--- src/rtl/fc_serializer.sv ---
// ---------------------------------------------------------------------------
// fc_serializer
//
// Purpose:
//   Takes one fully-connected layer output vector (LAYER_HEIGHT signed words)
//   in a single valid/ready handshake and hands it to a downstream consumer
//   one word at a time. The consumer reads words with ren_i. An optional
//   ReLU is applied to the words as they are captured.
//
//   A small two-state FSM controls the block. In eIDLE the buffer is empty.
//   In eSEND the buffer holds a vector that is being read out. While the
//   last word is being read, a new vector can be accepted in the same cycle,
//   so vectors can stream back to back with no gap.
//
// Parameters:
//   WORD_SIZE     word width in bits (signed two's complement)
//   LAYER_HEIGHT  words per input vector (2 or more)
//   RELU          1: negative words are stored as zero, 0: words pass as-is
//
// Ports:
//   clk_i      sole clock, rising edge
//   reset_n_i  synchronous active-low reset
//   valid_i    upstream vector valid
//   ready_o    block can accept a vector this cycle
//   data_i     upstream vector, element k is neuron k
//   data_o     current serialized word (zero when empty)
//   empty_o    no word available for reading
//   ren_i      downstream read request
//   last_o     data_o holds element LAYER_HEIGHT-1
// ---------------------------------------------------------------------------
module fc_serializer #(
    parameter int WORD_SIZE    = 16,
    parameter int LAYER_HEIGHT = 2,
    parameter int RELU         = 1
) (
    input  logic                                   clk_i,
    input  logic                                   reset_n_i,
    input  logic                                   valid_i,
    output logic                                   ready_o,
    input  logic [LAYER_HEIGHT-1:0][WORD_SIZE-1:0] data_i,
    output logic [WORD_SIZE-1:0]                   data_o,
    output logic                                   empty_o,
    input  logic                                   ren_i,
    output logic                                   last_o
);

    localparam int               IDX_W    = $clog2(LAYER_HEIGHT);
    localparam logic [IDX_W-1:0] LAST_IDX = IDX_W'(LAYER_HEIGHT - 1);

    typedef enum logic {
        eIDLE = 1'b0,
        eSEND = 1'b1
    } state_t;

    state_t                                 state_q;
    state_t                                 state_d;
    logic [IDX_W-1:0]                       idx_q;
    logic [IDX_W-1:0]                       idx_d;
    logic [LAYER_HEIGHT-1:0][WORD_SIZE-1:0] buffer_q;
    logic [LAYER_HEIGHT-1:0][WORD_SIZE-1:0] buffer_d;
    logic [LAYER_HEIGHT-1:0][WORD_SIZE-1:0] captured;

    logic at_last;
    logic rd_fire;
    logic load_fire;

    // Words as they will be stored. With ReLU enabled a set sign bit forces
    // the stored word to zero; there is no width change and no saturation.
    always_comb begin
        captured = data_i;
        for (int k = 0; k < LAYER_HEIGHT; k++) begin
            if ((RELU != 0) && data_i[k][WORD_SIZE-1]) begin
                captured[k] = '0;
            end
        end
    end

    // Handshake qualifiers and outputs. ready_o in eSEND depends
    // combinationally on ren_i so a new vector can be taken in the same cycle
    // the last word is consumed.
    always_comb begin
        at_last   = (state_q == eSEND) && (idx_q == LAST_IDX);
        empty_o   = (state_q == eIDLE);
        last_o    = at_last;
        ready_o   = (state_q == eIDLE) || (at_last && ren_i);
        rd_fire   = ren_i && (state_q == eSEND);
        load_fire = valid_i && ready_o;
        data_o    = '0;
        if (state_q == eSEND) begin
            data_o = buffer_q[idx_q];
        end
    end

    // Next-state logic. A load always wins: it covers both the idle case and
    // the read-of-last-word case, and in both the index restarts at 0.
    // The buffer is only ever written on a load, so data_i changes while a
    // vector is being sent are invisible.
    always_comb begin
        state_d  = state_q;
        idx_d    = idx_q;
        buffer_d = buffer_q;
        if (load_fire) begin
            state_d  = eSEND;
            idx_d    = '0;
            buffer_d = captured;
        end else if (rd_fire) begin
            if (idx_q == LAST_IDX) begin
                state_d = eIDLE;
                idx_d   = '0;
            end else begin
                idx_d = idx_q + IDX_W'(1);
            end
        end
    end

    // State registers with synchronous reset; reset also clears the buffer so
    // no stale word can ever reach data_o.
    always_ff @(posedge clk_i) begin
        if (!reset_n_i) begin
            state_q  <= eIDLE;
            idx_q    <= '0;
            buffer_q <= '0;
        end else begin
            state_q  <= state_d;
            idx_q    <= idx_d;
            buffer_q <= buffer_d;
        end
    end

endmodule

--- config.mk ---
export PLATFORM = sky130hd
export DESIGN_NAME = fc_serializer
export DESIGN_NICKNAME = d
export VERILOG_FILES = /design/src/rtl/fc_serializer.sv
export SDC_FILE = /design/constraint.sdc
export NUM_CORES = 1
export LEC_CHECK = 0
export ABC_AREA = 1
export BUFFER_PORTS_ARGS = -buffer_cell sky130_fd_sc_hd__buf_2
export CAP_MARGIN = 25
export CORE_ASPECT_RATIO = 0.9
export CORE_MARGIN = 2
export CORE_UTILIZATION = 40
export CTS_CLUSTER_SIZE = 28
export DETAILED_ROUTE_END_ITERATION = 8
export PLACE_DENSITY = 0.72
export SYNTH_ARGS = -nofsm -noshare
export SYNTH_HDL_FRONTEND = slang
export SYNTH_SLANG_ARGS = --single-unit
--- constraint.sdc ---
create_clock -name clk_i -period 1.4 [get_ports clk_i]
set_input_delay 0 -clock clk_i [delete_from_list [all_inputs] [get_ports clk_i]]
set_output_delay 0 -clock clk_i [all_outputs]
set_load 0.02 [all_outputs]
Word level (Yosys, flattened, before mapping)
Cells that the tools add are included.

Add/sub/neg operators: 1. Multiply operators: 0. Div/mod/pow operators: 0. Magnitude comparators: 1. Equality and inequality tests: 0. Shift-type cells: 0. Multiplexer cells: 9. Bitwise gates (word level): 2. Reductions and logical operators: 9.

Operators by type and width (number): $mux W16 (3); $mux W15 (2); $logic_and A1 B1 Y1 (4); $mux W1 (4); $reduce_bool A2 Y1 (2); $lt A1 B2 Y1 const B (1); $not A1 Y1 (2); $reduce_and A2 Y1 (1); $reduce_or A2 Y1 (1); $add A1 B1 Y1 const B (1); $logic_or A1 B1 Y1 (1).

Register bits after elaboration: 34. Bits in latches: 0. Memory bits (writable): 0. Bits in read-only memories: 0. Input port bits: 36. Output and inout bits: 19. Word-level logic and storage cells: 26. Memories: 0.

Longest topological paths before layout
Word-level depth: 6. Mapped depth: 7. Gate-level depth less buffers: 6.

Worst setup path before layout
No wires, ideal clock.

Path kind: register -> register. Start point: register idx_q. End point: register buffer_q[10] in the netlist's numbering. Setup time: 128 ps. Data arrival time: 1024 ps. Required time: 1272 ps. Path slack: 249 ps. Stages on the path, launching flop included: 7. Buffers on the path: 1. Period minus slack after synthesis: 1151 ps. Cells stage by stage: dfxtp_1 -> nand2_1 -> nand2_4 -> buf_2 -> nand3_1 -> nand2_1 -> nor2_1.

Word-level cells in the longest chain between the ends: 4.

RTL lines: from (decl) (line 57) `logic [IDX_W-1:0] idx_q;`; from (signal assigned) (line 125) `idx_q <= idx_d;`; $logic_and A1 B1 Y1 (line 82) `at_last = (state_q == eSEND) && (idx_q == LAST_IDX);`; $logic_and A1 B1 Y1 (line 85) `ready_o = (state_q == eIDLE) || (at_last && ren_i);`; $logic_or A1 B1 Y1 (line 85); named net ready_o (line 39) `output logic ready_o,`; $logic_and A1 B1 Y1 (line 87) `load_fire = valid_i && ready_o;`; to (signal assigned) (line 126) `buffer_q <= buffer_d;`; to (decl) (line 59) `logic [LAYER_HEIGHT-1:0][WORD_SIZE-1:0] buffer_q;`.

The timed path passes the listed nets, and every way through them passes these cells. A chain may end at the register's enable or synchronous reset.

Final worst setup path
Start point: register state_q. End point: output data_o[8].

Word-level cells in the longest chain between the ends: 1.

RTL lines: from (decl) (line 55) `state_t state_q;`; from (signal assigned) (line 120) `state_q <= eIDLE;`; from (signal assigned) (line 124) `state_q <= state_d;`; $mux W16 (line 89) `if (state_q == eSEND) begin`; to (decl) (line 41) `output logic [WORD_SIZE-1:0] data_o,`.

No other way between the ends.

==> results.json <==
{
  "crit_fanout": 18,
  "avgSynthCellArea_um2": 6.50,
  "ys_seq_area_share_pct": 41.8,
  "grt_pass1_vias": 1525,
  "die_x_um": 69.3,
  "vdd_drop_max_mv": 0.713,
  "layout.cells.most_common": "nand2_1",
  "clkSinkCount": 32,
  "clk_pin_slew_ps": 60,
  "hold_viol_final": 0,
  "route.detailed.drc": 0,
  "antenna_found_initial": 0,
  "synth_nets": 272,
  "timing.final.crit_share_pct": 93.2,
  "io-pin-count": 55,
  "startpoint": "state_q",
  "fmax_ghz": 0.767,
  "grtUsageTotal_pct": 18.4,
  "rsz0062_at_grt": "false",
  "cts_max_level": 2,
  "status": "finished clean",
  "wirelength_um": 3790,
  "avgRoutedWirePerCell_um": 10.8,
  "place_hpwl_um": 2610,
  "via_per_inst": 4.74,
  "grt_pass1_wl_um": 6480,
  "clk_latency_ps": 290,
  "power.density_nw_per_um2": 1030,
  "hold_path_class": "in2reg",
  "drive_above_1_share_pct": 24.8,
  "die_h_um": 62.8,
  "critical-path-top-delay-family": "flip-flops",
  "grt_remaining_overflow": 0,
  "ant_nets": 0,
  "total_leakage_power_nw": 1.11,
  "worstSetupEndpoint": "data_o[8]",
  "cts_buffer_depth": 2,
  "min_path_cells": 3,
  "row_count": 21,
  "synth_area_um2": 1530,
  "firstDrtPassIters": 4,
  "setup_viol": 0,
  "crit_type": "reg2out",
  "end_kind": "output port",
  "fin_crit_ps": 1300,
  "root_buffer": "clkbuf_8",
  "crit_cells": 4,
  "reg2reg_to": "buffer_q[5]",
  "synthCells": 236,
  "fin_tns_setup_ps": 0,
  "cpPeakStageDelay_ps": 400,
  "first_iter_violations": 91,
  "holdWs_ps": 3.40,
  "vias": 1667,
  "p_total_mw": 2.16,
  "cp-start-kind": "register",
  "drv_cap": 0,
  "grt_start_max_net_pins": 19,
  "initial_core_util_pct": 41.4,
  "crit_path_top_delay_cell": "dfxtp_1",
  "core_area_um2": 3700,
  "ys_ff_latch": 32,
  "slew_viol_final": 0,
  "cts_tree": "built",
  "final_cell_mix": "nand2_1 (82), buf_2 (53), dfxtp_1 (31)",
  "reg2reg_from": "idx_q",
  "portBuffers": 53,
  "arrival_ps": 1300,
  "skew_ps": 4.14,
  "worstPathCellList": "buf_6 -> o21ai_0 -> a21oi_1 -> buf_2",
  "diodes": 0,
  "reg2reg_depth": 7,
  "gp_congestion": 0.799,
  "layout.nets": 341,
  "dieArea_um2": 4350,
  "yosysWarnings": 0,
  "yosysUniqueCellTypes": 17,
  "path_buf_inv": 2,
  "numCtsBuffers": 5,
  "critPathRequiredTime_ps": 1400,
  "area_delta_synth_final_pct": 36.4,
  "reg2reg_slack_ps": 200
}
==> per-layer routing <==
metal	share of wire (%)	GRT usage [%]	vias to the layer above
met3	5.3	6.13	10
met2	45	30.5	39
li1	-	-	872
met5	0	0	-
met4	2.7	7.60	0
met1	47	21.8	746
==> metrics by stage <==
| step | utilization (%) | setup WS (ps) | std cells | cell area, µm² |
|---|---|---|---|---|
| after floorplan | - | 249 | 236 | 1530 |
| after detailed placement | 49.5 | 236 | 328 | 1840 |
| final | 56.5 | 95.8 | 352 | 2090 |
| after global placement | 49.5 | 267 | 328 | 1840 |
| after CTS | 56.3 | 31.5 | 352 | 2090 |
| after global routing | 56.5 | 0.694 | 352 | 2090 |
==> worst register-to-register path: stages, from the launching register on <==
cell and delay, ps:
dfxtp_2 350, nand2_1 110, nand2_4 60, nand2_4 180, buf_4 220, nand2_1 70, nand2_1 60, nor2_1 40
==> flip-flops by register name (all words and copies together) (netlist names) <==
name,flops
idx_q,1
buffer_q,30
state_q,1
==> power breakdown <==
| group | switching, mW | internal (mW) |
|---|---|---|
| Clock | 0.345 | 0.392 |
| Combinational | 0.255 | 0.178 |
| Sequential | 0.0225 | 0.970 |
==> worst min-delay path by stage <==
stage	startpoint	to	slack, ps
after CTS	reset_n_i	idx_q	6
after detailed placement	data_i[24]	buffer_q[24]	190
after global routing	reset_n_i	idx_q	6
after global placement	data_i[22]	buffer_q[22]	190
after floorplan	data_i[11]	buffer_q[11]	100
final	reset_n_i	idx_q	3
==> cells in the mapped netlist <==
master / n / area, µm²
xor2_1: 1 / 8.76
a21oi_1: 15 / 75.1
clkbuf_1: 4 / 15.0
buf_1: 3 / 11.3
buf_2: 5 / 25.0
buf_6: 2 / 22.5
dfxtp_1: 32 / 641
clkinv_1: 1 / 3.75
nand2_4: 2 / 22.5
inv_1: 21 / 78.8
nand2_1: 82 / 308
nor2_4: 1 / 11.3
nor2_1: 20 / 75.1
buf_4: 1 / 7.51
o21ai_0: 15 / 75.1
nand3_1: 30 / 150
conb_1: 1 / 3.75
==> layout make-up <==
cell class	instances	area (µm²)
multi-input cells	167	729
inverters	22	86.3
repair buffers	77	484
well taps	46	57.6
flip-flops and latches	32	642
fillers	392	1610
clock inverters	2	10.0
clock buffers	6	82.6
==> kinds of logic after synthesis <==
| group | after synthesis | share of synthesized area (%) |
|---|---|---|
| buffers and inverters | 37 | 10.7 |
| AND/OR/NAND/NOR | 135 | 36.9 |
| other | 1 | 0.244 |
| flip-flops | 32 | 41.8 |
| AO/OA/AOI/OAI | 30 | 9.79 |
| XOR/XNOR | 1 | 0.571 |
==> repair_timing <==
action	CTS	global route
endpoints found under the hold margin	14	0
endpoints found under the setup margin	9	15
resized for setup	1	5
setup buffers	2	0
hold buffers	14	0
(Power assumes the default switching activity.)
